[config.mk]
export PLATFORM = sky130hd
export DESIGN_NAME = mem_access_sequencer
export DESIGN_NICKNAME = d
export VERILOG_FILES = /design/src/rtl/mem_access_sequencer.sv
export SDC_FILE = /design/constraint.sdc
export NUM_CORES = 1
export LEC_CHECK = 0
export BUFFER_PORTS_ARGS = -buffer_cell sky130_fd_sc_hd__buf_2
export CAP_MARGIN = 0
export CORE_ASPECT_RATIO = 0.75
export CORE_MARGIN = 1.5
export CORE_UTILIZATION = 45
export CTS_CLUSTER_DIAMETER = 40
export DETAILED_ROUTE_END_ITERATION = 8
export GPL_ROUTABILITY_DRIVEN = 0
export PLACE_DENSITY = 0.73
export SETUP_SLACK_MARGIN = 0.02
export SYNTH_ARGS = -nofsm -noshare
export SYNTH_HDL_FRONTEND = slang
export SYNTH_SLANG_ARGS = --single-unit
[constraint.sdc]
create_clock -name clk -period 6 [get_ports clk]
set_clock_uncertainty 0.1 [all_clocks]
set_input_delay 1.2 -clock clk [delete_from_list [all_inputs] [get_ports clk]]
set_output_delay 1.2 -clock clk [all_outputs]
set_load 0.01 [all_outputs]
[src/rtl/mem_access_sequencer.sv]
// MEM-stage sequencer for LC-3b loads/stores: one- or two-phase transactions on the
// data-memory handshake port, with byte-lane steering and a per-phase response timeout.
module mem_access_sequencer #(
    parameter int DATA_WIDTH = 16,
    parameter int ADDR_WIDTH = 16,
    parameter int WAIT_LIMIT = 64
) (
    input  logic                    clk,
    input  logic                    reset_n,
    input  logic                    start,
    input  logic [3:0]              opcode,
    input  logic [ADDR_WIDTH-1:0]   addr,
    input  logic [DATA_WIDTH-1:0]   wdata,
    output logic [ADDR_WIDTH-1:0]   dmem_addr,
    output logic                    dmem_read,
    output logic                    dmem_write,
    output logic [DATA_WIDTH/8-1:0] dmem_byte_enable,
    output logic [DATA_WIDTH-1:0]   dmem_wdata,
    input  logic [DATA_WIDTH-1:0]   dmem_rdata,
    input  logic                    dmem_resp,
    output logic [DATA_WIDTH-1:0]   rdata_out,
    output logic                    done,
    output logic                    stall,
    output logic                    err
);
    localparam int NB = DATA_WIDTH / 8;
    localparam int LB = $clog2(NB);
    localparam int CW = (WAIT_LIMIT > 0) ? $clog2(WAIT_LIMIT + 1) : 1;

    localparam logic [3:0] OP_LDB = 4'd2;
    localparam logic [3:0] OP_STB = 4'd3;
    localparam logic [3:0] OP_LDR = 4'd6;
    localparam logic [3:0] OP_STR = 4'd7;
    localparam logic [3:0] OP_LDI = 4'd10;
    localparam logic [3:0] OP_STI = 4'd11;

    typedef enum logic [1:0] {IDLE, PH1, PH2, DONE} state_t;

    typedef struct packed {
        logic [3:0]            op;
        logic [ADDR_WIDTH-1:0] addr;
        logic [DATA_WIDTH-1:0] wdata;
    } req_t;

    state_t                state, state_nxt;
    req_t                  req;
    logic [DATA_WIDTH-1:0] ptr;
    logic [CW-1:0]         wait_cnt;
    logic                  err_q;

    logic                  in_phase, timeout, is_byte, is_ind;
    logic [LB-1:0]         lane;
    logic [ADDR_WIDTH-1:0] ptr_addr, req_word, ptr_word;

    function automatic logic is_mem(input logic [3:0] op);
        return op inside {OP_LDB, OP_STB, OP_LDR, OP_STR, OP_LDI, OP_STI};
    endfunction

    assign lane     = req.addr[LB-1:0];
    assign is_byte  = req.op inside {OP_LDB, OP_STB};
    assign is_ind   = req.op inside {OP_LDI, OP_STI};
    assign ptr_addr = ADDR_WIDTH'(ptr);
    assign req_word = {req.addr[ADDR_WIDTH-1:LB], {LB{1'b0}}};
    assign ptr_word = {ptr_addr[ADDR_WIDTH-1:LB], {LB{1'b0}}};
    assign in_phase = (state == PH1) || (state == PH2);
    // A response in the final allowed cycle wins over the timeout.
    assign timeout  = (WAIT_LIMIT != 0) && in_phase && !dmem_resp &&
                      (wait_cnt == CW'(WAIT_LIMIT - 1));

    always_ff @(posedge clk or negedge reset_n) begin
        if (!reset_n) state <= IDLE;
        else          state <= state_nxt;
    end

    always_comb begin
        state_nxt = state;
        case (state)
            IDLE: if (start) state_nxt = is_mem(opcode) ? PH1 : DONE;
            PH1:  if (dmem_resp) state_nxt = is_ind ? PH2 : DONE;
                  else if (timeout) state_nxt = DONE;
            PH2:  if (dmem_resp || timeout) state_nxt = DONE;
            DONE: state_nxt = IDLE;
            default: state_nxt = IDLE;
        endcase
    end

    always_ff @(posedge clk or negedge reset_n) begin
        if (!reset_n) begin
            req       <= '0;
            ptr       <= '0;
            rdata_out <= '0;
            wait_cnt  <= '0;
            err_q     <= 1'b0;
        end else begin
            if (state == IDLE && start && is_mem(opcode))
                req <= {opcode, addr, wdata};
            // Cleared on every phase exit, so each phase starts counting from zero.
            if (in_phase && !dmem_resp && !timeout) wait_cnt <= wait_cnt + CW'(1);
            else                                    wait_cnt <= '0;
            if (in_phase)           err_q <= timeout;
            else if (state == IDLE) err_q <= 1'b0;
            if (state == PH1 && dmem_resp) begin
                case (req.op)
                    OP_LDI, OP_STI: ptr       <= dmem_rdata;
                    OP_LDR:         rdata_out <= dmem_rdata;
                    OP_LDB:         rdata_out <= DATA_WIDTH'(dmem_rdata[{lane, 3'b000} +: 8]);
                    default: ;
                endcase
            end
            if (state == PH2 && dmem_resp && req.op == OP_LDI)
                rdata_out <= dmem_rdata;
        end
    end

    always_comb begin
        dmem_addr        = '0;
        dmem_read        = 1'b0;
        dmem_write       = 1'b0;
        dmem_byte_enable = '0;
        dmem_wdata       = '0;
        done             = 1'b0;
        stall            = 1'b0;
        err              = 1'b0;
        case (state)
            IDLE: stall = reset_n && start && is_mem(opcode);
            PH1: begin
                stall      = 1'b1;
                dmem_addr  = is_byte ? req.addr : req_word;
                dmem_read  = req.op inside {OP_LDR, OP_LDB, OP_LDI, OP_STI};
                dmem_write = req.op inside {OP_STR, OP_STB};
                if (req.op == OP_STR) begin
                    dmem_byte_enable = '1;
                    dmem_wdata       = req.wdata;
                end else if (req.op == OP_STB) begin
                    dmem_byte_enable = NB'(1) << lane;
                    dmem_wdata       = {NB{req.wdata[7:0]}};
                end
            end
            PH2: begin
                stall      = 1'b1;
                dmem_addr  = ptr_word;
                dmem_read  = (req.op == OP_LDI);
                dmem_write = (req.op == OP_STI);
                if (req.op == OP_STI) begin
                    dmem_byte_enable = '1;
                    dmem_wdata       = req.wdata;
                end
            end
            DONE: begin
                done = 1'b1;
                err  = err_q;
            end
            default: ;
        endcase
    end
endmodule

* Word level (Yosys, flattened, before mapping) *
Index checks and enable logic that the tools add are counted.

word-level totals
  word-level logic and storage cells = 86
  output and inout port bits = 55
  register bits after elaboration = 78
  bits of input ports = 56

operators by class
  add/subtract/negate cells = 1
  reduce and logical (&&, ||, !) cells = 28
  multiplexer cells = 28
  eq/ne operators = 19
  shifts and indexed selects = 2

operators by type and width
  cell                 number
  $pmux 16 s2          3
  $mux 16              5
  $eq 4x2->1 const B   4
  $eq 4x3->1 const B   4
  $eq 4x4->1 const B   4
  $mux 2               8
  $shiftx 16x5->8      1
  $logic_and 1x1->1    10
  $reduce_bool 2->1    5
  $pmux 2 s4           1
  $add 7x1->7 const B  1
  $eq 7x6->1 const B   1
  $mux 7               1
  $mux 1               6
  $pmux 1 s2           3
  $reduce_bool 6->1    1
  $eq 2x2->1 const B   2
  $ne 2x2->1 const B   2
  $pmux 2 s2           1
  $reduce_and 2->1     2
  $reduce_bool 4->1    1
  $reduce_or 2->1      2
  $ne 3x3->1 const B   1
  $reduce_and 3->1     1
  other kinds (6)      8

* Depth between registers and ports, before layout *
  depth in word-level cells = 7
  gate-level depth with buffers = 8
  gate-level depth less buffers = 6

* Least setup slack after synthesis *
OpenSTA, ideal clock, no wires.

  kind = input to output
  start point = input port opcode[1]
  end point = output port stall
  required time = 4.700 ns
  path buffers = 2
  arrival = 2.250 ns
  stages = 6
  setup slack = 2.450 ns
  cell sequence = a21boi_0 -> and3_1 -> buf_2 -> buf_2 -> a21oi_1 -> nor2_1

on the way
  cells in the longest elaborated chain, start to end = 4
  elaborated cells between the ends (all ways) = 9
  those cells by class = eq/ne: 6; mux: 1; reduce/logical: 2

ends and longest elaborated chain
  what                                      line  source
  from (decl)                               11    input logic [3:0] opcode,
  $eq 4x2->1, or another cell as far along  56    return op inside {OP_LDB, OP_STB, OP_LDR, OP_STR, OP_LDI, OP_STI};
  $reduce_bool 6->1 *                       56
  $logic_and 1x1->1 *                       125   IDLE: stall = reset_n && start && is_mem(opcode);
  $pmux 1 s2 *                              124   case (state)
  to (decl)                                 23    output logic stall,

Mark *: on every way between the ends. The rest lies on a longest branch, timed or not.

* Worst setup path after layout *
  start point = register state[0]
  end point = output port dmem_wdata[1]

on the way
  cells in the longest elaborated chain, start to end = 2
  elaborated cells between the ends (all ways) = 3
  those cells by class = eq/ne: 2; mux: 1

ends and longest elaborated chain
  what                                             line  source
  from (decl)                                      45    state_t state, state_nxt;
  from (signal assigned)                           72    else state <= state_nxt;
  $eq 2x2->1 / $eq 2x1->1 (equally long branches)  124
  $pmux 16 s2 *                                    124
  to (decl)                                        18    output logic [DATA_WIDTH-1:0] dmem_wdata,

Marks and branches as above.

==> run metrics <==
Reg2Reg Setup Slack=3.49 ns; Hold Crit Depth=1; die width=107 um; YS warnings=0; Die Height=81.1 um; relative slew slack=0.188; largest net degree at the start of global routing=51; top-area cell type share of the netlist area=0.526; Peak Freq=0.222 GHz; Power Density=476 nW/um2; Crit. End Element=output port; I/O pins=111; total congestion overflow=0; initial antenna violation count=0; post-cts repair resize count=0; CTS Sinks=77; Mapped Cells=322; Syn Area/Cell=11.4 um2; CP Data Required Time=4.70 ns; crit path kind=reg2out; ratio of final minimum period to clock period=0.752; top cells by area, synth=dfrtp_1 53%, mux2_2 15%, nand2_1 4.1%, a22o_1 3.6%, o21ai_0 2.9%; Root Driver=clkbuf_8; Die Area=8690 um2; Routed Antenna Nets=0; FP Rows=28; CTS tree=built; most frequent cells in the layout=109 x buf_2, 77 x dfrtp_1, 49 x mux2_2; Starting Density=0.464; post-route setup TNS=0 ns; post-CTS setup buffers=0; ys flop type=dfrtp_1; final layout net count=489; placed cell areas=4280 um2; WHS=0.367 ns; FFs w/ async S/R, synth=1.00; Leak=2.29 nW; 1st-pass router iterations=4; drt via density=5.32; Critical Path AT=3.21 ns; startpoint types=flop; Hold Path Class=reg2reg; FF+latch count, synth=77; Post-synth EDFFs=0; core area=7880 um2; maximum vdd ir drop=0.174 mV; status=finished, final reports clean; Clock Latency Late Sink=0.34 ns; final count of pins violating max slew=0; unrepaired setup endpoints after global routing=false; DR WL/cell=16.2 um; HPWL after detailed placement=6360 um; post-synthesis sequential area ratio=0.526; drt first-iter violations=123; vias=2839; Total GRT Usage=0.203; Hold Vio Cnt, Final=0; leading cell type in the layout, fill and taps excluded=buf_2; WL final=8650 um; vias in the first global route=2748; Unique masters post-synth=42; Clock transition at path regs=0.07 ns; # port buffers=110; Final Cell Area=4480 um2; Clock Tree Buf Depth=2; H-tree depth=3; reg2reg path depth=5; DRC=0; layout cells sized above 1=0.417; Final Setup Violations=0; CTS Hold Bufs=0; global-route wire length before repair=13500 um; Post-Syn Nets=385; number of diodes=0; synthesized area=3660 um2; Area growth, synth to finish=22.4%; worst-path maximum fanout=17; Tmin final=4.51 ns; max-cap viol count=0; Num CTS Buffers=9; Worst Max-Slew Pin Slew=1.22 ns; biggest area consumer among synthesized cells=dfrtp_1
==> flip-flops by register name, summed over array words and instances, names as in the netlist <==
signal     cells
rdata_out     16
lane           1
wait_cnt       7
err_q          1
ptr           15
req           35
state          2
==> critical path: stages (launching register included) <==
cell and delay (ns):
dfrtp_1 0.43, inv_1 0.12, ha_1 0.57, and2_0 0.81
and4_1 0.50, a21oi_2 0.15, nor2b_1 0.15, buf_2 0.14
==> per-layer routing <==
layer  GRT usage  part of all wire
met1       0.267              0.47
met3      0.0514             0.051
met4      0.0613            0.0081
met2       0.334              0.47
met5           0                 0
==> final timing paths <==
kind,end,startpoint
setup reg to reg,rdata_out[11],state[0]
hold / removal,wait_cnt[0],wait_cnt[0]
hold reg to reg,wait_cnt[0],wait_cnt[0]
max in group asynchronous,req[12],reset_n
min in group asynchronous,ptr[6],reset_n
setup / recovery,dmem_wdata[1],state[0]
==> cell families (layout without fill, tap and decap cells) <==
family                     Yosys count  in the layout  synth area share
and+or+nand+nor                     87             87             0.121
DFF                                 77             77             0.526
AOI/OAI and AO/OA                   66             66             0.118
muxes                               57             57             0.173
buffers and inverters               24            131            0.0280
adders and majority gates            7              7            0.0239
xor gates and xnor gates             4              4           0.00957
==> stage by stage <==
stage               power, mW  worst slack, ns   util  instances
global placement         1.70             1.97  0.543        520
detailed placement       1.74             1.88  0.543        520
global route             2.28             1.24  0.569        534
finish                   2.13             1.49  0.569        534
CTS                      2.14             1.47  0.569        534
floorplan                1.45             2.45      -        322
==> area by class of cell <==
type,count,area [um2]
Sequential cell,77,1930
Multi-Input combinational cell,221,1640
Timing Repair Buffer,111,561
Inverter,6,22.5
Fill cell,718,3400
Tap cell,105,131
Clock inverter,5,77.6
Clock buffer,9,124
==> report_power, final <==
| group | leakage [nW] | total (mW) | switching (mW) | internal, mW |
|---|---|---|---|---|
| combinational | 1.22 | 0.820 | 0.425 | 0.395 |
| clock | 0.101 | 0.410 | 0.182 | 0.228 |
| sequential | 0.969 | 0.905 | 0.164 | 0.741 |
| total | 2.29 | 2.13 | 0.770 | 1.36 |
==> cells in the mapped netlist, types with 3 or more instances <==
library cell / number
nand2_1: 40
and4b_1: 3
nor2b_1: 10
clkbuf_1: 13
nand3_1: 4
buf_2: 4
mux2i_1: 8
dfrtp_1: 77
o21ai_1: 8
a21oi_1: 3
inv_1: 6
a22o_1: 15
o22ai_1: 6
o21ai_0: 21
and4_1: 3
a21boi_0: 3
nor2_1: 10
ha_1: 7
mux2_2: 49
Power figures use the tool's default switching activity.
